**config.mk**
```make
export PLATFORM = sky130hd
export DESIGN_NAME = ldpc_3gpp_enc_mm_mbram
export DESIGN_NICKNAME = d
export VERILOG_FILES = /design/src/rtl/ldpc_3gpp_enc_mm_mbram_pkg.sv /design/src/rtl/ldpc_3gpp_enc_mm_addr_gen.sv /design/src/rtl/ldpc_3gpp_enc_mm_mbram.sv
export SDC_FILE = /design/constraint.sdc
export NUM_CORES = 2
export LEC_CHECK = 0
export BUFFER_PORTS_ARGS = -buffer_cell sky130_fd_sc_hd__buf_2
export CELL_PAD_IN_SITES_DETAIL_PLACEMENT = 1
export CELL_PAD_IN_SITES_GLOBAL_PLACEMENT = 2
export CORE_MARGIN = 4
export CORE_UTILIZATION = 54
export DETAILED_ROUTE_END_ITERATION = 10
export GPL_ROUTABILITY_DRIVEN = 0
export GPL_TIMING_DRIVEN = 0
export PLACE_DENSITY_LB_ADDON = 0.1
export REMOVE_ABC_BUFFERS = 1
export SETUP_SLACK_MARGIN = 0.4
export SYNTH_ARGS = -nofsm -noshare
export SYNTH_HDL_FRONTEND = slang
export SYNTH_SLANG_ARGS = --single-unit
```
**constraint.sdc**
```tcl
create_clock -name iclk -period 18.3 [get_ports iclk]
set_input_delay 1.83 -clock iclk [delete_from_list [all_inputs] [get_ports iclk]]
set_output_delay 1.83 -clock iclk [all_outputs]
set_load 0.01 [all_outputs]
```
**src/rtl/ldpc_3gpp_enc_mm_mbram_pkg.sv**
```systemverilog
// ldpc_3gpp_enc_mm_mbram_pkg: shared types and helpers for the multi-bank LDPC matrix multiplier
//   mm_rflag_t : per-read-command direction/mask flags carried down the data pipeline
//   mm_bs_w()  : width of the in-word bit-shift field (at least 1 bit, so the port exists for pDAT_W=1)
package ldpc_3gpp_enc_mm_mbram_pkg;

  typedef struct packed {
    logic shift_r;
    logic masked;
  } mm_rflag_t;

  function automatic int mm_bs_w(input int dat_w);
    return (dat_w > 1) ? $clog2(dat_w) : 1;
  endfunction

endpackage

```
**src/rtl/ldpc_3gpp_enc_mm_addr_gen.sv**
```systemverilog
// ldpc_3gpp_enc_mm_addr_gen: wrapping word-address counter with a registered early-wrap flag
//   iclk, iclkena     : clock and clock enable (low freezes the counter)
//   istart, iload     : start a pass; the current address is iload this cycle
//   istep             : consume the current address; the next one follows on the following cycle
//   iused_zc          : words per Zc; the address wraps to 0 after iused_zc-1
//   oaddr             : address for the current cycle
module ldpc_3gpp_enc_mm_addr_gen
  import ldpc_3gpp_enc_mm_mbram_pkg::*;
#(
  parameter int pADDR_W = 8
) (
  input  logic               iclk,
  input  logic               iclkena,
  input  logic               istart,
  input  logic               istep,
  input  logic [pADDR_W-1:0] iload,
  input  logic [pADDR_W:0]   iused_zc,
  output logic [pADDR_W-1:0] oaddr
);

  logic [pADDR_W-1:0] addr_q, addr_d;
  logic               wrap_q, wrap_d, cur_wrap;

  // wrap_q says "addr_q is the last word", precomputed one step early against iused_zc-2
  always_comb begin
    oaddr    = istart ? iload : addr_q;
    cur_wrap = istart ? ({1'b0, iload} == iused_zc - (pADDR_W+1)'(1)) : wrap_q;
    addr_d   = cur_wrap ? '0 : oaddr + pADDR_W'(1);
    wrap_d   = !cur_wrap && ({1'b0, oaddr} == iused_zc - (pADDR_W+1)'(2));
  end

  always_ff @(posedge iclk)
    if (iclkena && (istart || istep)) begin
      addr_q <= istep ? addr_d : oaddr;
      wrap_q <= istep ? wrap_d : cur_wrap;
    end

endmodule

```
**src/rtl/ldpc_3gpp_enc_mm_mbram.sv**
```systemverilog
// ldpc_3gpp_enc_mm_mbram: multi-bank Zc storage with per-command cyclic shift on read
//   write : iwrite/iwstart/iwbank/iwdat store one word per cycle into a bank
//   read  : iread/irstart/irbank/irwshift/irbshift/irshift_r/irmasked issue one shifted pass
//   tags  : irval/irstrb are delayed to oval/ostrb, aligned with odat
//   ocollision : sticky flag, write and read hit the same bank in one cycle
//   iused_zc : words per Zc; iclkena low freezes everything; ireset async active-high
// Optional macro LDPC_3GPP_ENC_MM_MBRAM_PIPE_EN adds a register after the RAM output (latency 4 vs 3).
module ldpc_3gpp_enc_mm_mbram
  import ldpc_3gpp_enc_mm_mbram_pkg::*;
#(
  parameter int pADDR_W = 8,
  parameter int pDAT_W  = 8,
  parameter int pBANK_N = 2,
  parameter int pSTRB_W = 4
) (
  input  logic                         iclk,
  input  logic                         ireset,
  input  logic                         iclkena,
  input  logic [pADDR_W:0]             iused_zc,
  input  logic                         iwrite,
  input  logic                         iwstart,
  input  logic [$clog2(pBANK_N)-1:0]   iwbank,
  input  logic [pDAT_W-1:0]            iwdat,
  input  logic                         iread,
  input  logic                         irstart,
  input  logic [$clog2(pBANK_N)-1:0]   irbank,
  input  logic [pADDR_W-1:0]           irwshift,
  input  logic [mm_bs_w(pDAT_W)-1:0]   irbshift,
  input  logic                         irshift_r,
  input  logic                         irmasked,
  input  logic                         irval,
  input  logic [pSTRB_W-1:0]           irstrb,
  output logic                         oval,
  output logic [pSTRB_W-1:0]           ostrb,
  output logic [pDAT_W-1:0]            odat,
  output logic                         ocollision
);

  localparam int BK_W = $clog2(pBANK_N);
  localparam int BS_W = mm_bs_w(pDAT_W);
`ifdef LDPC_3GPP_ENC_MM_MBRAM_PIPE_EN
  localparam int LAT = 4;
`else
  localparam int LAT = 3;
`endif

  typedef struct packed {
    logic [BS_W-1:0] bshift;
    mm_rflag_t       f;
  } rcmd_t;

  logic [pDAT_W-1:0]              ram [2**(BK_W+pADDR_W)];
  logic [BK_W-1:0]                wbank_q, rbank_q, wbank, rbank;
  logic [pADDR_W-1:0]             waddr, raddr, rload;
  logic [BK_W+pADDR_W-1:0]        waddr_q, raddr_q;
  logic [pDAT_W-1:0]              wdat_q, rdat_q, prev_q, cur, odat_q, odat_d;
  logic                           we_q, col_q, col_d;
  rcmd_t                          cmd_q, cmd_a_q, cmd;
  logic [BS_W-1:0]                b;
  logic [LAT-1:0]                 val_q;
  logic [LAT-1:0][pSTRB_W-1:0]    strb_q;

  assign wbank = iwstart ? iwbank : wbank_q;
  assign rbank = irstart ? irbank : rbank_q;
  // right shift walks the same ascending order, just starting Zc-1-wshift words in
  assign rload = irshift_r ? pADDR_W'(iused_zc - (pADDR_W+1)'(1) - {1'b0, irwshift}) : irwshift;

  ldpc_3gpp_enc_mm_addr_gen #(.pADDR_W(pADDR_W)) u_wgen (
    .iclk     (iclk),
    .iclkena  (iclkena),
    .istart   (iwstart),
    .istep    (iwrite),
    .iload    ('0),
    .iused_zc (iused_zc),
    .oaddr    (waddr)
  );

  ldpc_3gpp_enc_mm_addr_gen #(.pADDR_W(pADDR_W)) u_rgen (
    .iclk     (iclk),
    .iclkena  (iclkena),
    .istart   (irstart),
    .istep    (iread),
    .iload    (rload),
    .iused_zc (iused_zc),
    .oaddr    (raddr)
  );

  // storage and datapath: no reset, RAM contents and counters survive ireset
  always_ff @(posedge iclk)
    if (iclkena) begin
      if (iwstart) wbank_q <= iwbank;
      if (irstart) begin
        rbank_q <= irbank;
        cmd_q   <= {irbshift, irshift_r, irmasked};
      end
      waddr_q <= {wbank, waddr};
      wdat_q  <= iwdat;
      if (we_q) ram[waddr_q] <= wdat_q;
      raddr_q <= {rbank, raddr};
      rdat_q  <= ram[raddr_q];
      cmd_a_q <= cmd_q;
      prev_q  <= cur;
    end

`ifdef LDPC_3GPP_ENC_MM_MBRAM_PIPE_EN
  logic [pDAT_W-1:0] rdat_p_q;
  rcmd_t             cmd_p_q;
  always_ff @(posedge iclk)
    if (iclkena) begin
      rdat_p_q <= rdat_q;
      cmd_p_q  <= cmd_a_q;
    end
  assign cur = rdat_p_q;
  assign cmd = cmd_p_q;
`else
  assign cur = rdat_q;
  assign cmd = cmd_a_q;
`endif

  // cur is the newer word; the pair {cur,prev} spans the output word for either direction
  always_comb begin
    b      = (pDAT_W > 1) ? cmd.bshift : '0;
    odat_d = cmd.f.masked  ? '0 :
             cmd.f.shift_r ? pDAT_W'(({cur, prev_q} << b) >> pDAT_W) :
                             pDAT_W'({cur, prev_q} >> b);
    col_d  = col_q | (iwrite & iread & (wbank == rbank));
  end

  always_ff @(posedge iclk or posedge ireset)
    if (ireset) begin
      we_q   <= 1'b0;
      val_q  <= '0;
      strb_q <= '0;
      odat_q <= '0;
      col_q  <= 1'b0;
    end else if (iclkena) begin
      we_q   <= iwrite;
      val_q  <= {val_q[LAT-2:0], irval};
      strb_q <= {strb_q[LAT-2:0], irstrb};
      odat_q <= odat_d;
      col_q  <= col_d;
    end

  assign oval       = val_q[LAT-1];
  assign ostrb      = strb_q[LAT-1];
  assign odat       = odat_q;
  assign ocollision = col_q;

endmodule

```
### Yosys cells after proc, flatten, opt, wreduce, memory -nomap -nowiden

Memory sizes are Yosys's and may differ from the RTL's. A register that Yosys moved wholly into a read port is not among the register bits.
Cells that the tools add are included.

* $add $sub $neg: 5
* equality and inequality tests: 4
* shift-type cells: 2
* multiplexer cells: 18
* bitwise operators: 3
* reductions and logical operators: 10

Operators by type and width (number)
* $mux W8: 9
* $eq A8 B9 Y1: 3
* $add A8 B1 Y8 const B: 2
* $shl A16 B3 Y16: 1
* $shr A16 B3 Y8: 1
* $logic_not A9 Y1: 1
* $mux W1: 9
* $sub A9 B1 Y9 const B: 1
* $sub A9 B2 Y9 const B: 1
* $sub A8 B8 Y8: 1
* $logic_and A1 B1 Y1: 4
* $and A1 B1 Y1: 2
* $logic_not A1 Y1: 2
* $logic_or A1 B1 Y1: 2
* $reduce_and A2 Y1: 1
* $eq A1 B1 Y1: 1
* $or A1 B1 Y1: 1

* register bits after elaboration: 89
* RAM bits: 4096
* input bits: 44
* output and inout bits: 14
* logic and storage cells: 66
* memories: 1

Memory list
* ram: depth 512, bits a word 8, rd ports 1, clocked after Yosys merged registers in 1, write ports 1, RTL line ldpc_3gpp_enc_mm_mbram.sv:52 `logic [pDAT_W-1:0] ram [2**(BK_W+pADDR_W)];`

### Depth between registers and ports, before layout

* word-level depth: 8
* mapped depth: 16
* depth with buffers taken out: 16

### By module

Synthesis repeated with hierarchy kept, for this count alone.

* cells, all modules: 8690
* area total of the unflattened synthesis: 167449.3 µm²

By module, submodules not included
* ldpc_3gpp_enc_mm_mbram: times used 1, cells each 8431, area each 165165.9 µm², seq. area each 125185.1 µm²
* ldpc_3gpp_enc_mm_addr_gen (u_rgen): times used 1, cells each 127, area each 1153.6 µm², seq. area each 270.3 µm²
* ldpc_3gpp_enc_mm_addr_gen (u_wgen): times used 1, cells each 132, area each 1129.8 µm², seq. area each 270.3 µm²

### Worst setup path after synthesis

OpenSTA, ideal clock, no wires.

* path kind: register to register
* start: register wdat_q[0]
* end: memory ram[0][0] (data pin)
* library setup time: 1.435 ns
* arrival: 6.158 ns
* data required time: 16.865 ns
* path slack: 10.707 ns
* cell stages (with the launch flop): 1
* buffers on the path: 0
* clock period less this slack: 7.593 ns
* path through: edfxtp_1

RTL lines
* start, declared: RTL line ldpc_3gpp_enc_mm_mbram.sv:56 `logic [pDAT_W-1:0] wdat_q, rdat_q, prev_q, cur, odat_q, odat_d;`
* start signal, assigned: RTL line ldpc_3gpp_enc_mm_mbram.sv:97 `wdat_q <= iwdat;`
* end, declared: RTL line ldpc_3gpp_enc_mm_mbram.sv:52

No word-level cell before the write port.

==> reports/results.txt <==
Status: complete, no violations
Critical Path AT: 7.22 ns
GR Overflow Total: 0
Fraction of layout cells with a size suffix above 1: 19.1%
Root Driver: clkbuf_16
Post-layout minimum cycle time: 6.60 ns
Die Wd: 564 um
Synth top area cells: edfxtp_1, mux4_2, mux2i_1, nor2_1, o221ai_1
Worst rel slew slack: 2.39%
I/O pin total: 58
Reg clk slew, reported paths: 0.06 ns
Final period util: 36.1%
Pre-CTS WS: 11.68 ns
Worst Skew: 0.0364 ns
Site Rows: 203
Fill cell count: 25,300
Pin count of the biggest net entering global routing: 80
RSZ-0062 raised after global routing: no
Fmax: 151 MHz
Synth warnings: 0
Top cell type's share of synthesized area: 74.9%
First-pass GRT wire length: 698,000 um
HP Class: reg2reg
Initial Util: 54.4%
Worst Path Class, Setup: reg2reg
Reg power frac: 49.8%
Placed instance count: 12,800
Antenna Violating Nets Remaining: 0
Post-synth EDFFs: 4,166
Final worst slack: 11.70 ns
Dpl hpwl: 323,000 um
Hold Vio Cnt, Final: 0
Count of cell types in the netlist: 86
First drt pass iteration count: 6
DR iter-0 viols: 10,800
CTS tree: done
Avg Synthesized Cell Area: 19.1 um2
Least-Margin Pin Slew: 1.46 ns
Sw Pwr: 4.98 mW
Clock Tree Buf Depth: 4
Core area: 0.307 mm2
PD cells: 111 mW/mm2
DR WL/cell: 35.9 um
Final TNS setup: 0 ns
Fin nets: 9,196
Initial antenna violation count: 40
Critical Path Start Type: flip-flop
Cell area after layout: 0.194 mm2
Crit-path max FO: 14
Max-slew violation count: 0
Die extent in y: 564 um
Cell Count, Final, Fillers Out: 13,600
Max-cap violations: 0
Port Buffer Count: 57
DRC: 0
Post-Synthesis Cells: 8,756
Most frequent cells in the layout: edfxtp_1, mux2i_1, nor2_1
Via count: 89,900
H-Tree Level Count: 5
Maximum vdd drop: 0.0887 mV
Commonest non-fill, non-tap cell in the layout: edfxtp_1
Vias in the first global route: 94,000
Area grow syn2layout: 16.3%
Die area: 0.318 mm2
Top FF cell, synth: edfxtp_1
CTS sink cnt: 4,191
Switch share: 23.2%
FF+latch count, synth: 4,191
# hold bufs at CTS: 0
Final wirelength: 488,000 um
Post-synthesis sequential area ratio: 75.3%
Synth async-reset ratio: 0.597%
Leading area contributor after synthesis: edfxtp_1
Crit end category: flip-flop
Final Power: 21.5 mW
Synthesized area: 0.167 mm2
Clk_lat worst skew: 0.94 ns
Lkg Pwr: 63.6 nW
Post-CTS sizing: 0
Setup Viol. Count Final: 0
Post-DR vias/cell: 6.61
Worst Path Required: 18.91 ns
Cts bufs inserted: 429
Clock share of power: 40.1%
Internal: 16.5 mW
Total Routing Usage GR: 30.7%
Post-DP Area: 0.180 mm2
Combinational share of power: 10.1%
Postcts setup bufs: 0
power groups by stage:
stage / clock (mW) / sequential, mW / combinational, mW
final: 8.63 / 10.7 / 2.18
after global routing: 9.19 / 10.7 / 2.27
after CTS: 8.73 / 10.7 / 2.17
after detailed placement: 0 / 10.9 / 2.16
after global placement: 0 / 11.6 / 3.32
after floorplan: 0 / 11.3 / 2.17
metrics by stage:
| stage | hold WS, ns | utilization [%] |
|---|---|---|
| 5_1_grt | 0.513 | 63.3 |
| 2_1_floorplan | 0.400 | - |
| 3_3_place_gp | 0.468 | 54.9 |
| 6_report | 0.477 | 63.3 |
| 3_5_place_dp | 0.473 | 58.8 |
| 4_1_cts | 0.489 | 63.3 |
final cells by class:
type,instances,area (um2),share of cell area (%)
clock inverter,250,2240,1.15
antenna,9,22.5,0.0116
clock buffer,528,11500,5.90
multi-input combinational,3971,37400,19.3
tap,4100,5130,2.64
timing repair buffer,507,12000,6.20
inverter,39,161,0.0831
sequential,4191,126000,64.7
final timing paths:
check	slack, ns	end	from	cells after the start
worst max register to register	11.70	cur[7]$_DFFE_PP_	raddr_q[0]$_DFFE_PP_	22
worst max-delay path	11.70	cur[7]$_DFFE_PP_	raddr_q[0]$_DFFE_PP_	22
min in group asynchronous	0.76	ocollision$_DFFE_PP0P_	ireset	2
worst min-delay path	0.48	ocollision$_DFFE_PP0P_	ocollision$_DFFE_PP0P_	1
max in group asynchronous	17.09	odat[3]$_DFFE_PP0P_	ireset	3
worst min register to register	0.48	ocollision$_DFFE_PP0P_	ocollision$_DFFE_PP0P_	1
cell usage after synthesis (7+ instances only):
master     count
mux2_2        27
mux4_2       602
a211oi_1      31
a31oi_1       50
nand2_1      230
xor2_1        19
a21oi_1      224
a2111oi_0     17
inv_1         38
a21o_1         9
buf_6         92
o22ai_1      217
o31ai_1       10
nor2_1       738
o32ai_1       10
buf_4         34
clkbuf_8      14
buf_8         34
and3_1         7
edfxtp_1    4166
nor4_1        36
clkbuf_1     226
nand4_1       29
nand2b_1      18
o21a_1        22
nand3_1       58
clkbuf_4       8
o221ai_1     279
and2_1        21
o211ai_1      14
buf_12        24
mux4_1        42
a22oi_1       12
a311oi_1       8
ha_1          12
buf_1         35
o21ai_0      139
dfrtp_1       25
buf_2         87
nor3_1        92
nor2b_1       19
mux2i_1      835
xnor2_1       33
critical path, stage by stage, from the launching register on:
cell and delay (ns):
edfxtp_1 0.40, buf_16 0.19, buf_16 0.19, buf_16 0.19
buf_16 0.18, buf_16 0.18, buf_16 0.18, buf_16 0.18
buf_16 0.18, buf_16 0.18, buf_16 0.17, buf_16 0.17
buf_16 0.17, buf_16 0.16, buf_16 0.17, buf_16 0.18
mux2i_1 0.09, o221ai_1 0.30, a21oi_1 0.12, o311ai_1 0.67
o311ai_1 0.45, or4_1 0.76, nor4_2 0.72
cell families (layout without fill, tap and decap cells):
group                      count (synthesis)  after routing  share of synthesized area [%]
DFF                                     4191           4191                           75.3
muxes                                   1506           1506                           14.0
and+or+nand+nor                         1288           1288                           3.31
AOI/OAI and AO/OA                       1112           1112                           4.58
buffers and inverters                    594           1324                           2.46
xor gates and xnor gates                  52             52                          0.273
adders and majority gates                 13             13                          0.102
other                                      0              9                              0
sequential cells by signal (all words and copies together), names as in the netlist, named ones only:
register / count
ram: 4096
cur: 8
odat: 8
prev_q: 8
raddr_q: 8
strb_q: 8
u_rgen.addr_q: 8
u_wgen.addr_q: 8
waddr_q: 8
wdat_q: 8
cmd_q: 5
ostrb: 4
b: 3
val_q: 3
cmd: 2
ocollision: 1
rbank_q: 1
u_wgen.wrap_q: 1
wbank_q: 1
we_q: 1
routing by layer:
| metal | wire, um | global-route usage, % | vias to the layer above |
|---|---|---|---|
| met1 | 194000 | 43.3 | 48100 |
| li1 | - | - | 36800 |
| met3 | 43100 | 6.51 | 799 |
| met2 | 235000 | 48.9 | 4167 |
| met5 | 153 | 0 | - |
| met4 | 15400 | 8.80 | 20 |
No activity file was read; power rests on OpenSTA's default activity.
